--- src/rtl/writeback_arbiter_if.sv ---
// Bundles the writeback arbiter's pipeline, long-latency, decode-query and
// register-file write-port signals into one interface.
interface writeback_arbiter_if #(
    parameter int DEPTH = 4
) ();
    localparam int CNT_W = $clog2(DEPTH) + 1;

    logic             pipe_valid;
    logic [4:0]       pipe_register;
    logic [31:0]      pipe_data;
    logic             lu_valid;
    logic [4:0]       lu_register;
    logic [31:0]      lu_data;
    logic             lu_ready;
    logic [4:0]       query_register_1;
    logic [4:0]       query_register_2;
    logic             query_pending_1;
    logic             query_pending_2;
    logic [4:0]       write_register;
    logic [31:0]      write_data;
    logic             write_switch;
    logic [CNT_W-1:0] count;

    modport master (
        output pipe_valid, pipe_register, pipe_data,
        output lu_valid, lu_register, lu_data,
        input  lu_ready,
        output query_register_1, query_register_2,
        input  query_pending_1, query_pending_2,
        input  write_register, write_data, write_switch, count
    );

    modport slave (
        input  pipe_valid, pipe_register, pipe_data,
        input  lu_valid, lu_register, lu_data,
        output lu_ready,
        input  query_register_1, query_register_2,
        output query_pending_1, query_pending_2,
        output write_register, write_data, write_switch, count
    );
endinterface

--- src/rtl/writeback_arbiter.sv ---
// Merges the never-stalling pipeline and a queued long-latency unit onto the
// single register-file write port, killing queued results made stale by newer pipeline writes.
module writeback_arbiter #(
    parameter int DEPTH = 4
) (
    input  logic                clk,
    input  logic                reset,
    writeback_arbiter_if.slave  bus
);
    localparam int PTR_W = $clog2(DEPTH);
    localparam int CNT_W = PTR_W + 1;

    logic [4:0]       entry_register [DEPTH];
    logic [31:0]      entry_data     [DEPTH];
    logic [DEPTH-1:0] entry_kill;
    logic [DEPTH-1:0] occupied;
    logic [PTR_W-1:0] head;
    logic [PTR_W-1:0] tail;
    logic [CNT_W-1:0] occupancy;
    logic [CNT_W-1:0] occupancy_next;

    logic             out_switch;
    logic [4:0]       out_register;
    logic [31:0]      out_data;

    logic             accept;
    logic             push;
    logic             pipe_win;
    logic             pop;
    logic             push_killed;
    logic             pending_1;
    logic             pending_2;

    // Distance from head in ring order; kept in PTR_W bits so it wraps.
    function automatic logic [PTR_W-1:0] ring_offset(input logic [PTR_W-1:0] idx,
                                                     input logic [PTR_W-1:0] base);
        return idx - base;
    endfunction

    // Handshake, slot selection and WAW kill of a same-cycle push.
    always_comb begin
        accept      = ~reset & (occupancy < CNT_W'(DEPTH));
        push        = accept & bus.lu_valid & (bus.lu_register != 5'd0);
        pipe_win    = bus.pipe_valid & (bus.pipe_register != 5'd0);
        pop         = ~pipe_win & (occupancy != CNT_W'(0));
        push_killed = pipe_win & (bus.lu_register == bus.pipe_register);
    end

    // An entry is live when its ring distance from head is below the occupancy.
    always_comb begin
        occupied = '0;
        for (int i = 0; i < DEPTH; i++) begin
            occupied[i] = ({1'b0, ring_offset(PTR_W'(i), head)} < occupancy);
        end
    end

    // Pending lookup: live non-killed queue entries plus the write in the output stage.
    always_comb begin
        pending_1 = out_switch & (out_register == bus.query_register_1);
        pending_2 = out_switch & (out_register == bus.query_register_2);
        for (int i = 0; i < DEPTH; i++) begin
            pending_1 = pending_1 | (occupied[i] & ~entry_kill[i] &
                                     (entry_register[i] == bus.query_register_1));
            pending_2 = pending_2 | (occupied[i] & ~entry_kill[i] &
                                     (entry_register[i] == bus.query_register_2));
        end
        pending_1 = pending_1 & (bus.query_register_1 != 5'd0);
        pending_2 = pending_2 & (bus.query_register_2 != 5'd0);
    end

    // Occupancy update; a simultaneous push and pop leaves it unchanged.
    always_comb begin
        case ({push, pop})
            2'b10:   occupancy_next = occupancy + CNT_W'(1);
            2'b01:   occupancy_next = occupancy - CNT_W'(1);
            default: occupancy_next = occupancy;
        endcase
    end

    // Queue storage, pointers and kill bits.
    always_ff @(posedge clk) begin
        if (reset) begin
            head       <= '0;
            tail       <= '0;
            occupancy  <= '0;
            entry_kill <= '0;
            for (int i = 0; i < DEPTH; i++) begin
                entry_register[i] <= 5'd0;
                entry_data[i]     <= 32'd0;
            end
        end else begin
            for (int i = 0; i < DEPTH; i++) begin
                if (pipe_win && occupied[i] && (entry_register[i] == bus.pipe_register)) begin
                    entry_kill[i] <= 1'b1;
                end
            end
            if (push) begin
                entry_register[tail] <= bus.lu_register;
                entry_data[tail]     <= bus.lu_data;
                entry_kill[tail]     <= push_killed;
                tail                 <= tail + PTR_W'(1);
            end
            if (pop) begin
                head <= head + PTR_W'(1);
            end
            occupancy <= occupancy_next;
        end
    end

    // Output stage: the only source of the write port; holds register/data when idle.
    always_ff @(posedge clk) begin
        if (reset) begin
            out_switch   <= 1'b0;
            out_register <= 5'd0;
            out_data     <= 32'd0;
        end else if (pipe_win) begin
            out_switch   <= 1'b1;
            out_register <= bus.pipe_register;
            out_data     <= bus.pipe_data;
        end else if (pop) begin
            out_switch <= ~entry_kill[head];
            if (!entry_kill[head]) begin
                out_register <= entry_register[head];
                out_data     <= entry_data[head];
            end
        end else begin
            out_switch <= 1'b0;
        end
    end

    assign bus.lu_ready        = accept;
    assign bus.query_pending_1 = pending_1;
    assign bus.query_pending_2 = pending_2;
    assign bus.write_switch    = out_switch;
    assign bus.write_register  = out_register;
    assign bus.write_data      = out_data;
    assign bus.count           = occupancy;
endmodule
--- src/flat_wrapper.sv ---
// flat-port wrapper written by rule: the top's interface ports become plain ports
module writeback_arbiter_flat 
#(
    parameter int DEPTH = 4
)
  (clk, reset, bus_pipe_valid, bus_pipe_register, bus_pipe_data, bus_lu_valid, bus_lu_register, bus_lu_data, bus_lu_ready, bus_query_register_1, bus_query_register_2, bus_query_pending_1, bus_query_pending_2, bus_write_register, bus_write_data, bus_write_switch, bus_count);
  writeback_arbiter_if #(.DEPTH(DEPTH)) bus_i ();
  input  logic clk;
  input  logic reset;
  input wire logic [$bits(bus_i.pipe_valid)-1:0] bus_pipe_valid;
  input wire logic [$bits(bus_i.pipe_register)-1:0] bus_pipe_register;
  input wire logic [$bits(bus_i.pipe_data)-1:0] bus_pipe_data;
  input wire logic [$bits(bus_i.lu_valid)-1:0] bus_lu_valid;
  input wire logic [$bits(bus_i.lu_register)-1:0] bus_lu_register;
  input wire logic [$bits(bus_i.lu_data)-1:0] bus_lu_data;
  output wire logic [$bits(bus_i.lu_ready)-1:0] bus_lu_ready;
  input wire logic [$bits(bus_i.query_register_1)-1:0] bus_query_register_1;
  input wire logic [$bits(bus_i.query_register_2)-1:0] bus_query_register_2;
  output wire logic [$bits(bus_i.query_pending_1)-1:0] bus_query_pending_1;
  output wire logic [$bits(bus_i.query_pending_2)-1:0] bus_query_pending_2;
  output wire logic [$bits(bus_i.write_register)-1:0] bus_write_register;
  output wire logic [$bits(bus_i.write_data)-1:0] bus_write_data;
  output wire logic [$bits(bus_i.write_switch)-1:0] bus_write_switch;
  output wire logic [$bits(bus_i.count)-1:0] bus_count;
  assign bus_i.pipe_valid = bus_pipe_valid;
  assign bus_i.pipe_register = bus_pipe_register;
  assign bus_i.pipe_data = bus_pipe_data;
  assign bus_i.lu_valid = bus_lu_valid;
  assign bus_i.lu_register = bus_lu_register;
  assign bus_i.lu_data = bus_lu_data;
  assign bus_lu_ready = bus_i.lu_ready;
  assign bus_i.query_register_1 = bus_query_register_1;
  assign bus_i.query_register_2 = bus_query_register_2;
  assign bus_query_pending_1 = bus_i.query_pending_1;
  assign bus_query_pending_2 = bus_i.query_pending_2;
  assign bus_write_register = bus_i.write_register;
  assign bus_write_data = bus_i.write_data;
  assign bus_write_switch = bus_i.write_switch;
  assign bus_count = bus_i.count;
  writeback_arbiter #(.DEPTH(DEPTH)) u_core (.clk(clk), .reset(reset), .bus(bus_i));
endmodule
--- config.mk ---
export PLATFORM = sky130hd
export DESIGN_NAME = writeback_arbiter_flat
export DESIGN_NICKNAME = d
export VERILOG_FILES = /design/src/rtl/writeback_arbiter_if.sv /design/src/rtl/writeback_arbiter.sv /design/src/flat_wrapper.sv
export SDC_FILE = /design/constraint.sdc
export NUM_CORES = 1
export LEC_CHECK = 0
export BUFFER_PORTS_ARGS = -buffer_cell sky130_fd_sc_hd__buf_4
export CAP_MARGIN = 15
export CORE_ASPECT_RATIO = 1.75
export CORE_MARGIN = 2
export CORE_UTILIZATION = 54
export DETAILED_ROUTE_END_ITERATION = 6
export PLACE_DENSITY_LB_ADDON = 0.3
export SETUP_SLACK_MARGIN = 0.5
export SYNTH_ARGS = -nofsm -noshare
export SYNTH_HDL_FRONTEND = slang
export SYNTH_SLANG_ARGS = --single-unit
--- constraint.sdc ---
create_clock -name clk -period 4.09 [get_ports clk]
set_input_delay 0.2045 -clock clk [delete_from_list [all_inputs] [get_ports clk]]
set_output_delay 0.2045 -clock clk [all_outputs]
set_load 0.1 [all_outputs]
* Word-level counts from Yosys, hierarchy flattened *
Memory sizes are Yosys's and may differ from the RTL's. A register that Yosys moved wholly into a read port is not among the register bits.
Index checks and enable logic that the tools add are counted.

storage, ports and cells
  memory bits (read-only) = 0
  latch bits = 0
  memories = 2
  register bits after elaboration = 49
  input port bits = 88
  memory bits (writable) = 148
  output and inout port bits = 44
  word-level logic and storage cells = 137

operators by class
  shift-type cells = 0
  magnitude comparators = 8
  add/subtract/negate cells = 8
  div/mod/pow operators = 0
  bitwise gates (word level) = 37
  reductions and logical operators = 19
  mux-type cells = 38
  eq/ne operators = 18
  multipliers = 0

memory list
  memory                 depth  width  rd ports  clocked after memory_dff  wr ports  line                     source
  u_core.entry_data      4      32     1         1                         4         writeback_arbiter.sv:14  logic [31:0] entry_data [DEPTH];
  u_core.entry_register  4      5      5         1                         4         writeback_arbiter.sv:13  logic [4:0] entry_register [DEPTH];

operators with widths
  cell                 count
  $mux 32              4
  $eq 5x5->1           15
  $reduce_or 32->1     1
  $and 1x1->1          22
  $mux 5               4
  $reduce_bool 5->1    4
  $mux 1               19
  $lt 2x3->1           4
  $mux 2               6
  $logic_and 1x1->1    9
  $or 1x1->1           8
  $not 1->1            7
  $lt 2x3->1 const B   2
  $pmux 3 s2           1
  $reduce_or 5->1      1
  $add 2x1->2 const B  2
  $bwmux 4             1
  $mux 4               1
  $reduce_bool 2->1    2
  $sub 1x2->2 const A  2
  $sub 2x2->2 const A  2
  $add 3x1->3 const B  1
  $lt 3x3->1 const B   1
  $reduce_bool 3->1    1
  8 further kinds      8

* Longest topological paths before layout *
  depth in word-level cells = 9
  mapped depth = 11
  mapped depth without buffers = 9

* Worst setup path before layout *
Ideal clock, no wire load.

  path kind = register to register
  start = reg u_core.occupancy[2] (netlist: u_core.bus.count[2])
  end = mem u_core.entry_data[0][0], enable pin
  clock period less this slack = 3423 ps
  arrival time = 3045 ps
  buffers on the path = 1
  data required time = 3712 ps
  stages on the path, launching flop included = 7
  library setup time = 378 ps
  setup slack = 667 ps
  cell sequence = dfxtp_1 > nor2_2 > o211a_1 > buf_2 > inv_4 > nor3_2 > or2_2

RTL lines
  item                      line                      source
  start: declaration        writeback_arbiter.sv:19   logic [CNT_W-1:0] occupancy;
  start signal: assignment  writeback_arbiter.sv:106  occupancy <= occupancy_next;
  end: declaration          writeback_arbiter.sv:14

* Worst setup path in the final report *
  start = reg u_core.head[0]
  end = out bus_query_pending_2

on the way
  word-level cells in the longest chain between the ends = 9
  elaborated cells on any way between the ends = 21
  classes of those cells = 4 x add/sub; 4 x order compare; 13 x bitwise

ends and longest elaborated chain
  item                       line                      source
  start: declaration         writeback_arbiter.sv:17   logic [PTR_W-1:0] head;
  start signal: assignment   writeback_arbiter.sv:104  head <= head + PTR_W'(1);
  $sub 1x2->2                writeback_arbiter.sv:37   return idx - base;
  $lt 2x3->1                 writeback_arbiter.sv:53   occupied[i] = ({1'b0, ring_offset(PTR_W'(i), head)} < occupancy);
  $and 1x1->1 (2 in series)  writeback_arbiter.sv:64   pending_2 = pending_2 | (occupied[i] & ~entry_kill[i] &
  $or 1x1->1 (3 in series)   writeback_arbiter.sv:64
  $or 1x1->1 (*)             writeback_arbiter.sv:64
  $and 1x1->1 (*)            writeback_arbiter.sv:68   pending_2 = pending_2 & (bus.query_register_2 != 5'd0);
  end: declaration           flat_wrapper.sv:20        output wire logic [$bits(bus_i.query_pending_2)-1:0] bus_query_pending_2;

Mark *: on every way between the ends. The rest lies on a longest branch, timed or not.

==> out/summary.md <==
Global routing
* 0 — GRT overflow
* 6837 — via count of the first global-routing pass
* 0 — number of antenna violations at the first check in global routing
* 26.4% — overall fraction of global-route tracks in use
* 56 — largest net degree at the start of global routing
* 37600 um — wire length of the first global-routing pass

Synth
* 46 — number of library cell types mapped by synthesis
* sky130_fd_sc_hd__edfxtp_1, sky130_fd_sc_hd__dfxtp_1, sky130_fd_sc_hd__and2_1 — leading cell types by total area after synthesis
* 12.3 um^2 — synthesized area per cell
* 892 — synthesized netlist net count
* 0 — total of warnings raised by yosys
* 148 — number of enable-type register cells in the synthesized netlist
* sky130_fd_sc_hd__edfxtp_1 — top flip-flop cell by instance count after synthesis
* 55.8% — fraction of the yosys area taken by sequential cells
* 794 — number of instances in the synthesized netlist
* sky130_fd_sc_hd__edfxtp_1 — post-synth top area cell
* 0.00979 mm^2 — post-synthesis cell area
* 45.4% — area share of the leading cell type in the synthesized netlist
* 199 — number of flip-flops and latches in the synthesized netlist
* 0% — async set or reset register ratio after synthesis

Layout
* sky130_fd_sc_hd__edfxtp_1, sky130_fd_sc_hd__buf_4, sky130_fd_sc_hd__and2_1 — most used cells in the layout excluding fill and tap cells
* sky130_fd_sc_hd__edfxtp_1 — commonest non-fill, non-tap cell in the layout
* 1420 — final-layout fill cell count
* 0 — number of antenna cells inserted
* 17.5% — area growth from synthesis to layout
* 25.0% — share of cells above drive strength 1
* 996 — number of nets in the layout
* 0.0115 mm^2 — Final Instance Area
* 64.3% — post-layout utilization of the core

Route
* 24200 um — routed wire length
* 21.1 um — routed wirelength normalized by instance count
* 6514 — vias after detailed routing
* 377 — initial DRC count
* 5.69 — via-per-instance ratio
* 4 — count of TritonRoute iterations in the first routing pass
* 0 — detailed-route DRC error count
* 0 — count of nets left with antenna violations after detail routing

Power
* 4.45 nW — leakage power summed over all cells
* 392 uV — VDD IR max
* 0.00696 W — total power draw
* 605 mW/mm^2 — power per unit of standard cell area

Critical path
* 1.45 ns — setup slack on the worst flop-to-flop path
* register — critical path startpoint category
* primary output — type of destination of the critical path
* register to primary output — startpoint-to-endpoint class of the critical path
* 8 — crit-path max FO
* 2.69 ns — arrival time at the worst endpoint
* 3.89 ns — required time of the critical path

Clock tree
* 0.43 ns — insertion delay of the later-clocked pin in the worst-skew pair
* 0 — Post-CTS Hold Fix Bufs
* done — clock tree from TritonCTS
* sky130_fd_sc_hd__clkbuf_16 — Clock Tree Root
* 4 — H-tree depth
* 0.07 ns — clk slew on worst S/H paths
* 17 — Num CTS Buffers
* 199 — number of sinks handled by clock tree synthesis
* 0 — number of post-CTS setup repair buffers
* 2 — buffers from clock root to sink, at most
* 0 — number of cells upsized or downsized after cts

Placed design
* 131 — number of buffers added on ports
* 16300 um — Final HPWL DP
* 0.952 — routability congestion estimate from global placement
* 0.0109 mm^2 — placed instance area

STA
* 0 — number of endpoints failing setup at the final stage
* 0 — count of endpoints failing hold in the final timing report
* 26.7% — Worst slew margin
* 1.10 ns — transition time at the pin with the least slew margin
* 70.9% — Final Cycle Share
* no — unrepaired setup endpoints after global routing
* 0.00977 ns — worst clock skew on the final layout
* 345 MHz — maximum achievable frequency
* 0 ns — post-route setup TNS
* 0.0398 ns — worst slack on hold paths
* 0 — number of pins with negative max-slew slack in the final report
* 2.90 ns — fin crit period

Floorplanning
* 132 — Ports
* 54.7% — Starting Density
* 0.0179 mm^2 — Placeable Area
* 0.0193 mm^2 — Total Die Area
* 65 — number of placement rows
* 182 um — DIE HEIGHT
* 106 um — Die Width

Outcome
* finished, final reports clean — status

Job
* 0 — count of maximum capacitance violations

Hold path
* input pin to register — Worst Hold Class

## layout make-up
| cell class | instances | area [um^2] | area share (%) |
|---|---|---|---|
| Clock buffer | 23 | 532 | 4.62 |
| Inverter | 10 | 40.0 | 0.348 |
| Tap cell | 234 | 293 | 2.55 |
| Clock inverter | 9 | 57.6 | 0.500 |
| Sequential cell | 199 | 5470 | 47.5 |
| Timing Repair Buffer | 146 | 1100 | 9.53 |
| Multi-Input combinational cell | 524 | 4020 | 34.9 |
## logic make-up (layout without fill, tap and decap cells)
group,Yosys count,in the layout,synth area share [%]
compound gates,71,71,6.15
xor+xnor,81,81,7.25
fa+ha+maj,10,10,1.35
buf+inv,71,188,3.37
flops,199,199,55.8
mux,38,38,8.74
simple gates,324,324,17.3
## worst max-delay path: stages, from the launching register on
cell	delay [ns]
sky130_fd_sc_hd__dfxtp_1	0.49
sky130_fd_sc_hd__xnor2_1	0.18
sky130_fd_sc_hd__inv_1	0.07
sky130_fd_sc_hd__ha_1	0.29
sky130_fd_sc_hd__nor2b_1	0.13
sky130_fd_sc_hd__a221oi_1	0.36
sky130_fd_sc_hd__nand4_1	0.14
sky130_fd_sc_hd__nand3_1	0.15
sky130_fd_sc_hd__o22a_1	0.17
sky130_fd_sc_hd__buf_4	0.29
## final timing paths
check	startpoint	endpoint	depth (start not counted)
max	u_core.head[0]	bus_query_pending_2	9
max reg2reg	u_core.bus.count[2]	u_core.entry_data[2][31]	6
min reg2reg	u_core.bus.write_data[28]	u_core.bus.write_data[28]	2
min	bus_pipe_data[0]	u_core.bus.write_data[0]	3
## sequential cells by signal (all words and copies together), names as in the netlist, named ones only
register	cells
u_core.entry_data	128
u_core.tail	2
u_core.bus.write_switch	1
u_core.entry_register	20
u_core.bus.write_register	5
u_core.bus.write_data	32
u_core.head	2
u_core.bus.count	3
u_core.entry_kill	4
## where the power goes
group / switching, W / total (W) / internal [W]
combinational: 0.00180 / 0.00264 / 0.000839
clock: 0.000724 / 0.00165 / 0.000921
sequential: 0.000223 / 0.00268 / 0.00245
## through the flow
| stage | instances | setup slack (ns) |
|---|---|---|
| 2_1_floorplan | 794 | 0.667 |
| 3_3_place_gp | 1113 | 1.24 |
| 3_5_place_dp | 1113 | 1.20 |
| 4_1_cts | 1145 | 1.18 |
| 5_1_grt | 1145 | 1.04 |
| 6_report | 1145 | 1.19 |
## cells in the mapped netlist, drive strengths merged, types with 9 or more instances
cell type	instances
a21oi	9
xor2	52
clkbuf	36
dfxtp	51
nand2	75
and2	142
mux4	38
nor3	17
xnor2	29
buf	25
edfxtp	148
a311oi	38
nand4	9
inv	10
nor2	55
ha	9
## layer usage
layer	wire [um]	vias to the layer above	GRT usage [%]	part of all wire [%]
met2	13400	185	49.0	55
met4	1230	0	14.8	5.1
li1	-	3044	-	-
met5	0	-	0	0
met3	878	59	3.82	3.6
met1	8680	3226	28.2	36
Power figures use the tool's default switching activity.
